**src/rtl/tt_sweep_pkg.sv**
```systemverilog
// rtl/tt_sweep_pkg.sv - shared types, sizes and row-to-bit mapping for the truth-table sweeper
package tt_sweep_pkg;

  typedef enum logic [1:0] {
    ST_IDLE,
    ST_SETTLE,
    ST_SAMPLE,
    ST_DONE
  } tt_state_e;

  localparam int TT_ROWS   = 16;
  localparam int TT_INPUTS = 4;

  // Row 0 lands in the MSB so the code reads like the circuit design names.
  function automatic logic [3:0] row_to_bit(input logic [3:0] r);
    return 4'd15 - r;
  endfunction

endpackage

```
**src/rtl/tt_sync2.sv**
```systemverilog
// rtl/tt_sync2.sv - two-flop synchronizer, resets to 0
module tt_sync2 (
  input  logic clk,
  input  logic rst_n,
  input  logic d,
  output logic q
);

  logic meta_q;
  logic sync_q;

  // Two back-to-back flops give the asynchronous input time to resolve.
  always_ff @(posedge clk) begin
    if (!rst_n) begin
      meta_q <= 1'b0;
      sync_q <= 1'b0;
    end else begin
      meta_q <= d;
      sync_q <= meta_q;
    end
  end

  assign q = sync_q;

endmodule

```
**src/rtl/truth_table_sweeper.sv**
```systemverilog
// rtl/truth_table_sweeper.sv - sweeps 16 input rows of a 4-input circuit and captures its truth table (option: TT_COMPARE_EN)
module truth_table_sweeper
  import tt_sweep_pkg::*;
#(
  parameter int SETTLE_CYCLES = 8,
  parameter int SAMPLES       = 3
) (
  input  logic        clk,
  input  logic        rst_n,
  input  logic        start,
  output logic        busy,
  output logic        done,
  output logic        in1,
  output logic        in2,
  output logic        in3,
  output logic        in4,
  input  logic        out_sense,
  output logic [15:0] code,
  output logic        glitch
`ifdef TT_COMPARE_EN
  ,
  input  logic [15:0] expected,
  output logic        mismatch
`endif
);

  localparam int SW = (SETTLE_CYCLES > 1) ? $clog2(SETTLE_CYCLES) : 1;
  localparam int NW = (SAMPLES > 1) ? $clog2(SAMPLES) : 1;
  localparam int OW = $clog2(SAMPLES + 1);

  localparam logic [SW-1:0] SETTLE_LOAD = SW'(SETTLE_CYCLES - 1);
  localparam logic [NW-1:0] SAMPLE_LOAD = NW'(SAMPLES - 1);
  localparam logic [OW-1:0] SAMPLES_W   = OW'(SAMPLES);
  localparam logic [OW-1:0] MAJORITY    = OW'(SAMPLES / 2);
  localparam logic [TT_INPUTS-1:0] LAST_ROW = TT_INPUTS'(TT_ROWS - 1);

  tt_state_e            state_q, state_d;
  logic [TT_INPUTS-1:0] row_q, row_d;
  logic [TT_INPUTS-1:0] stim_q, stim_d;
  logic [SW-1:0]        settle_q, settle_d;
  logic [NW-1:0]        samp_q, samp_d;
  logic [OW-1:0]        ones_q, ones_d;
  logic [OW-1:0]        ones_total;
  logic [15:0]          code_q, code_d;
  logic                 glitch_q, glitch_d;
  logic                 busy_q, busy_d;
  logic                 done_q, done_d;
  logic                 sense_sync;
`ifdef TT_COMPARE_EN
  logic                 mismatch_q, mismatch_d;
`endif

  tt_sync2 u_sync (
    .clk   (clk),
    .rst_n (rst_n),
    .d     (out_sense),
    .q     (sense_sync)
  );

  // Next-state and output decode: settle each row, majority-sample, then advance.
  always_comb begin
    state_d    = state_q;
    row_d      = row_q;
    stim_d     = stim_q;
    settle_d   = settle_q;
    samp_d     = samp_q;
    ones_d     = ones_q;
    code_d     = code_q;
    glitch_d   = glitch_q;
    busy_d     = busy_q;
    done_d     = 1'b0;
    ones_total = ones_q + OW'(sense_sync);
`ifdef TT_COMPARE_EN
    mismatch_d = mismatch_q;
`endif
    case (state_q)
      ST_IDLE: begin
        if (start) begin
          row_d    = '0;
          stim_d   = '0;
          code_d   = '0;
          glitch_d = 1'b0;
          busy_d   = 1'b1;
          settle_d = SETTLE_LOAD;
          state_d  = ST_SETTLE;
`ifdef TT_COMPARE_EN
          mismatch_d = 1'b0;
`endif
        end
      end
      ST_SETTLE: begin
        if (settle_q == '0) begin
          samp_d  = SAMPLE_LOAD;
          ones_d  = '0;
          state_d = ST_SAMPLE;
        end else begin
          settle_d = settle_q - 1'b1;
        end
      end
      ST_SAMPLE: begin
        ones_d = ones_total;
        if (samp_q == '0) begin
          code_d[row_to_bit(row_q)] = (ones_total > MAJORITY);
          if ((ones_total != '0) && (ones_total != SAMPLES_W)) begin
            glitch_d = 1'b1;
          end
          if (row_q == LAST_ROW) begin
            stim_d  = '0;
            busy_d  = 1'b0;
            done_d  = 1'b1;
            state_d = ST_DONE;
`ifdef TT_COMPARE_EN
            mismatch_d = (code_d != expected);
`endif
          end else begin
            row_d    = row_q + 1'b1;
            stim_d   = row_q + 1'b1;
            settle_d = SETTLE_LOAD;
            state_d  = ST_SETTLE;
          end
        end else begin
          samp_d = samp_q - 1'b1;
        end
      end
      ST_DONE: begin
        state_d = ST_IDLE;
      end
      default: begin
        state_d = ST_IDLE;
      end
    endcase
  end

  // State and output registers; reset discards any partial sweep.
  always_ff @(posedge clk) begin
    if (!rst_n) begin
      state_q  <= ST_IDLE;
      row_q    <= '0;
      stim_q   <= '0;
      settle_q <= '0;
      samp_q   <= '0;
      ones_q   <= '0;
      code_q   <= '0;
      glitch_q <= 1'b0;
      busy_q   <= 1'b0;
      done_q   <= 1'b0;
`ifdef TT_COMPARE_EN
      mismatch_q <= 1'b0;
`endif
    end else begin
      state_q  <= state_d;
      row_q    <= row_d;
      stim_q   <= stim_d;
      settle_q <= settle_d;
      samp_q   <= samp_d;
      ones_q   <= ones_d;
      code_q   <= code_d;
      glitch_q <= glitch_d;
      busy_q   <= busy_d;
      done_q   <= done_d;
`ifdef TT_COMPARE_EN
      mismatch_q <= mismatch_d;
`endif
    end
  end

  assign {in1, in2, in3, in4} = stim_q;
  assign code   = code_q;
  assign glitch = glitch_q;
  assign busy   = busy_q;
  assign done   = done_q;
`ifdef TT_COMPARE_EN
  assign mismatch = mismatch_q;
`endif

endmodule

```
**config.mk**
```make
export PLATFORM = sky130hd
export DESIGN_NAME = truth_table_sweeper
export DESIGN_NICKNAME = d
export VERILOG_FILES = /design/src/rtl/tt_sweep_pkg.sv /design/src/rtl/tt_sync2.sv /design/src/rtl/truth_table_sweeper.sv
export SDC_FILE = /design/constraint.sdc
export NUM_CORES = 1
export LEC_CHECK = 0
export ABC_AREA = 1
export CAP_MARGIN = 15
export CORE_ASPECT_RATIO = 0.7
export CORE_MARGIN = 3
export CORE_UTILIZATION = 56
export CTS_BUF_LIST = sky130_fd_sc_hd__clkbuf_4 sky130_fd_sc_hd__clkbuf_8
export DETAILED_ROUTE_END_ITERATION = 16
export GPL_TIMING_DRIVEN = 0
export PLACE_DENSITY = 0.91
export SLEW_MARGIN = 20
export SYNTH_ARGS = -nofsm -noshare
export SYNTH_HDL_FRONTEND = slang
export SYNTH_HIERARCHICAL = 1
export SYNTH_SLANG_ARGS = --single-unit
```
**constraint.sdc**
```tcl
create_clock -name clk -period 2.1 [get_ports clk]
set_clock_uncertainty 0.15 [all_clocks]
set_input_delay 0.315 -clock clk [delete_from_list [all_inputs] [get_ports clk]]
set_output_delay 0.315 -clock clk [all_outputs]
set_load 0.02 [all_outputs]
```
==> flow_summary.ini <==
[run_status]
status = finished clean

[clock_tree]
post_cts_buffers = 0
clk_pin_slew_ns = 0.07
cts_tree = yes
htreeDepth = 2
cts_resized = 0
cts_hold_buffers = 0
cts.sinks = 38
cts-buffers-inserted = 5
cts_root_buf = clkbuf_8
clock_latency_ns = 0.29
clk_path_buf_depth = 2

[sta]
maxSlewViolCount = 0
fin_crit_ns = 1.89
final-setup-viol-count = 0
rsz0062_at_grt = false
final-hold-violation-count = 0
fmax_ghz = 0.530
min_period_over_period_pct = 89.9
hold_ws_ns = 0.280
tightest_slew_ns = 0.533
timing.slew.headroom_pct = 64.1

[yosys]
ys_types = 23
avgSynthCellArea_um2 = 6.90
netlist_instances = 289
ys_ff_latch = 38
synth.largest_area_cell = dfxtp_1
synthArstFlopShare_pct = 0
synth_top_family_by_area = simple AND/OR/NAND/NOR gates
synth_mux_area_share_pct = 0
yosys.area_share.simple_pct = 34.6
synth_area_leaders = dfxtp_1 (38%), nand2_1 (13%), nand3_1 (13%)
synth.most_common_cell = nand2_1
synth_nets = 301
synth_edf_count = 0
ys.flop_type = dfxtp_1
yosysSeqAreaShare_pct = 38.1
netlist_area_um2 = 1990
yosysWarningCount = 6
synth_compound_area_share_pct = 10.4
synth_commonest_cells = nand2_1 (70), nand3_1 (52), dfxtp_1 (38), inv_1 (38), a21oi_1 (33)
synth_top_area_share_pct = 38.1
yosys.area_share.adder_pct = 5.02
synthXorXnorAreaFrac_pct = 0

[setup_path]
end_kind = register
crit_type = in -> reg
crit_required_ns = 2.12
crit_path_max_fanout = 10
critPathArrivalTime_ns = 1.91
reg2reg_slack_ns = 0.33
critPathLaunchType = input port

[global_routing]
grt_max_degree = 12
grt_pass1_wl_mm = 8.60
grt_overflow_total = 0
grt_usage_pct = 24.3
grt_pass1_vias = 1975
antenna_found_initial = 0

[floorplanning]
rows = 17
die-area_um2 = 4330
die_h_um = 55.9
die_x_um = 77.3
io_pins = 27
core_area_um2 = 3280
start_util_pct = 60.9

[placement]
hpwl_mm = 3.52
numPortBuffers = 26
placedInstanceArea_um2 = 2310
place.gp.congestion = 0.908

[route]
antenna_left = 0
drt_iter0_drc = 204
dr.pass1.iters = 5
viasPerCell = 5.42
wl_per_cell_um = 13.1
totalWireLength_mm = 4.84
num_vias = 2007
drc = 0

[final_layout]
design_area_um2 = 2430
area_growth_pct = 21.7
num-fill-cells = 275
final_nets = 334
antenna_cells = 0
drive_gt1_share_pct = 9.29

[power]
irDropWorstVdd_mv = 0.544
finalPower_uw = 2170
sw_frac_of_total_pct = 35.2
pwr-share-clk_pct = 29.0
p_switching_uw = 763
powerDensity_nw_per_um2 = 893
power_frac_comb_pct = 33.5
pwr-share-seq_pct = 37.5
p_int_uw = 1400
power.leakage_uw = 0.00110

[hold_path]
hp-class = reg -> reg

[run]
cap_violations = 0
==> state kept, by name, indices dropped and copies added (netlist names), 2 cells and up <==
name / count
code: 16
state_q: 2
stim_q: 4
ones_q: 2
samp_q: 2
settle_q: 3
row_q: 4
==> through the flow <==
step | util [%] | std cells | setup WS [ns] | setup TNS (ns)
detailed placement | 70.6 | 362 | -0.0311 | -0.217
global route | 74.1 | 370 | 0.137 | 0
finish | 74.1 | 370 | 0.213 | 0
floorplan | - | 289 | 0.582 | 0
CTS | 74.1 | 370 | 0.270 | 0
global placement | 70.6 | 362 | -0.00604 | -0.00972
==> placed cells by master (no fill, tap or decap) <==
cell and instances:
ha_1 8, buf_4 1, nor2_1 13, nor3_1 2, inv_4 1, nand2_4 3, nand3b_1 3, nand4_1 1
o21bai_1 1, buf_2 5, nand3_1 52, nor2_2 3, clkbuf_8 5, or2_1 1, clkdlybuf4s50_1 26, inv_1 38
buf_6 3, a21oi_2 1, clkbuf_4 2, a21oi_1 33, clkbuf_1 2, nor2_8 1, dfxtp_1 38, inv_2 4
o21ai_0 5, bufinv_16 1, nand2_1 70
==> critical path, cell delays in order <==
cell	delay [ns]
clkdlybuf4s50_1	0.59
inv_1	0.14
clkbuf_1	0.44
buf_2	0.35
a21oi_1	0.07
==> logic make-up (layout without fill, tap and decap cells) <==
logic type / after synthesis / in the layout
compound gates: 40 / 40
fa+ha+maj: 8 / 8
buf+inv: 54 / 88
flops: 38 / 38
simple gates: 149 / 149
==> layer usage <==
metal  track usage [%]  vias to the layer above  part of all wire, %
li1                  -                      991                    -
met1              33.5                      914                   47
met2              37.4                       93                   45
met3              5.50                        9                  7.4
met4              8.63                        0                 0.60
met5                 0                        -                    0
==> worst paths after layout <==
path | from | end | cells past startpoint
hold / removal | u_sync/meta_q | u_sync/q | 2
setup / recovery | rst_n | ones_q[1] | 5
setup reg to reg | samp_q[0] | code[5] | 8
hold reg to reg | u_sync/meta_q | u_sync/q | 2
==> power by group through the flow <==
stage / clock network (uW) / registers [uW] / logic [uW]
finish: 628 / 812 / 727
global route: 669 / 819 / 819
CTS: 635 / 812 / 710
detailed placement: 0 / 829 / 706
global placement: 0 / 826 / 682
floorplan: 0 / 829 / 546
==> area by class of cell <==
class	instances	area (um2)	area share, %
repair buffers	26	260	10.7
flip-flops and latches	38	761	31.3
well taps	47	58.8	2.42
clock buffers	7	83.8	3.45
plain buffers	11	73.8	3.04
clock inverters	1	30.0	1.24
multi-input cells	197	996	41.0
inverters	43	164	6.75
Power figures use the tool's default switching activity.
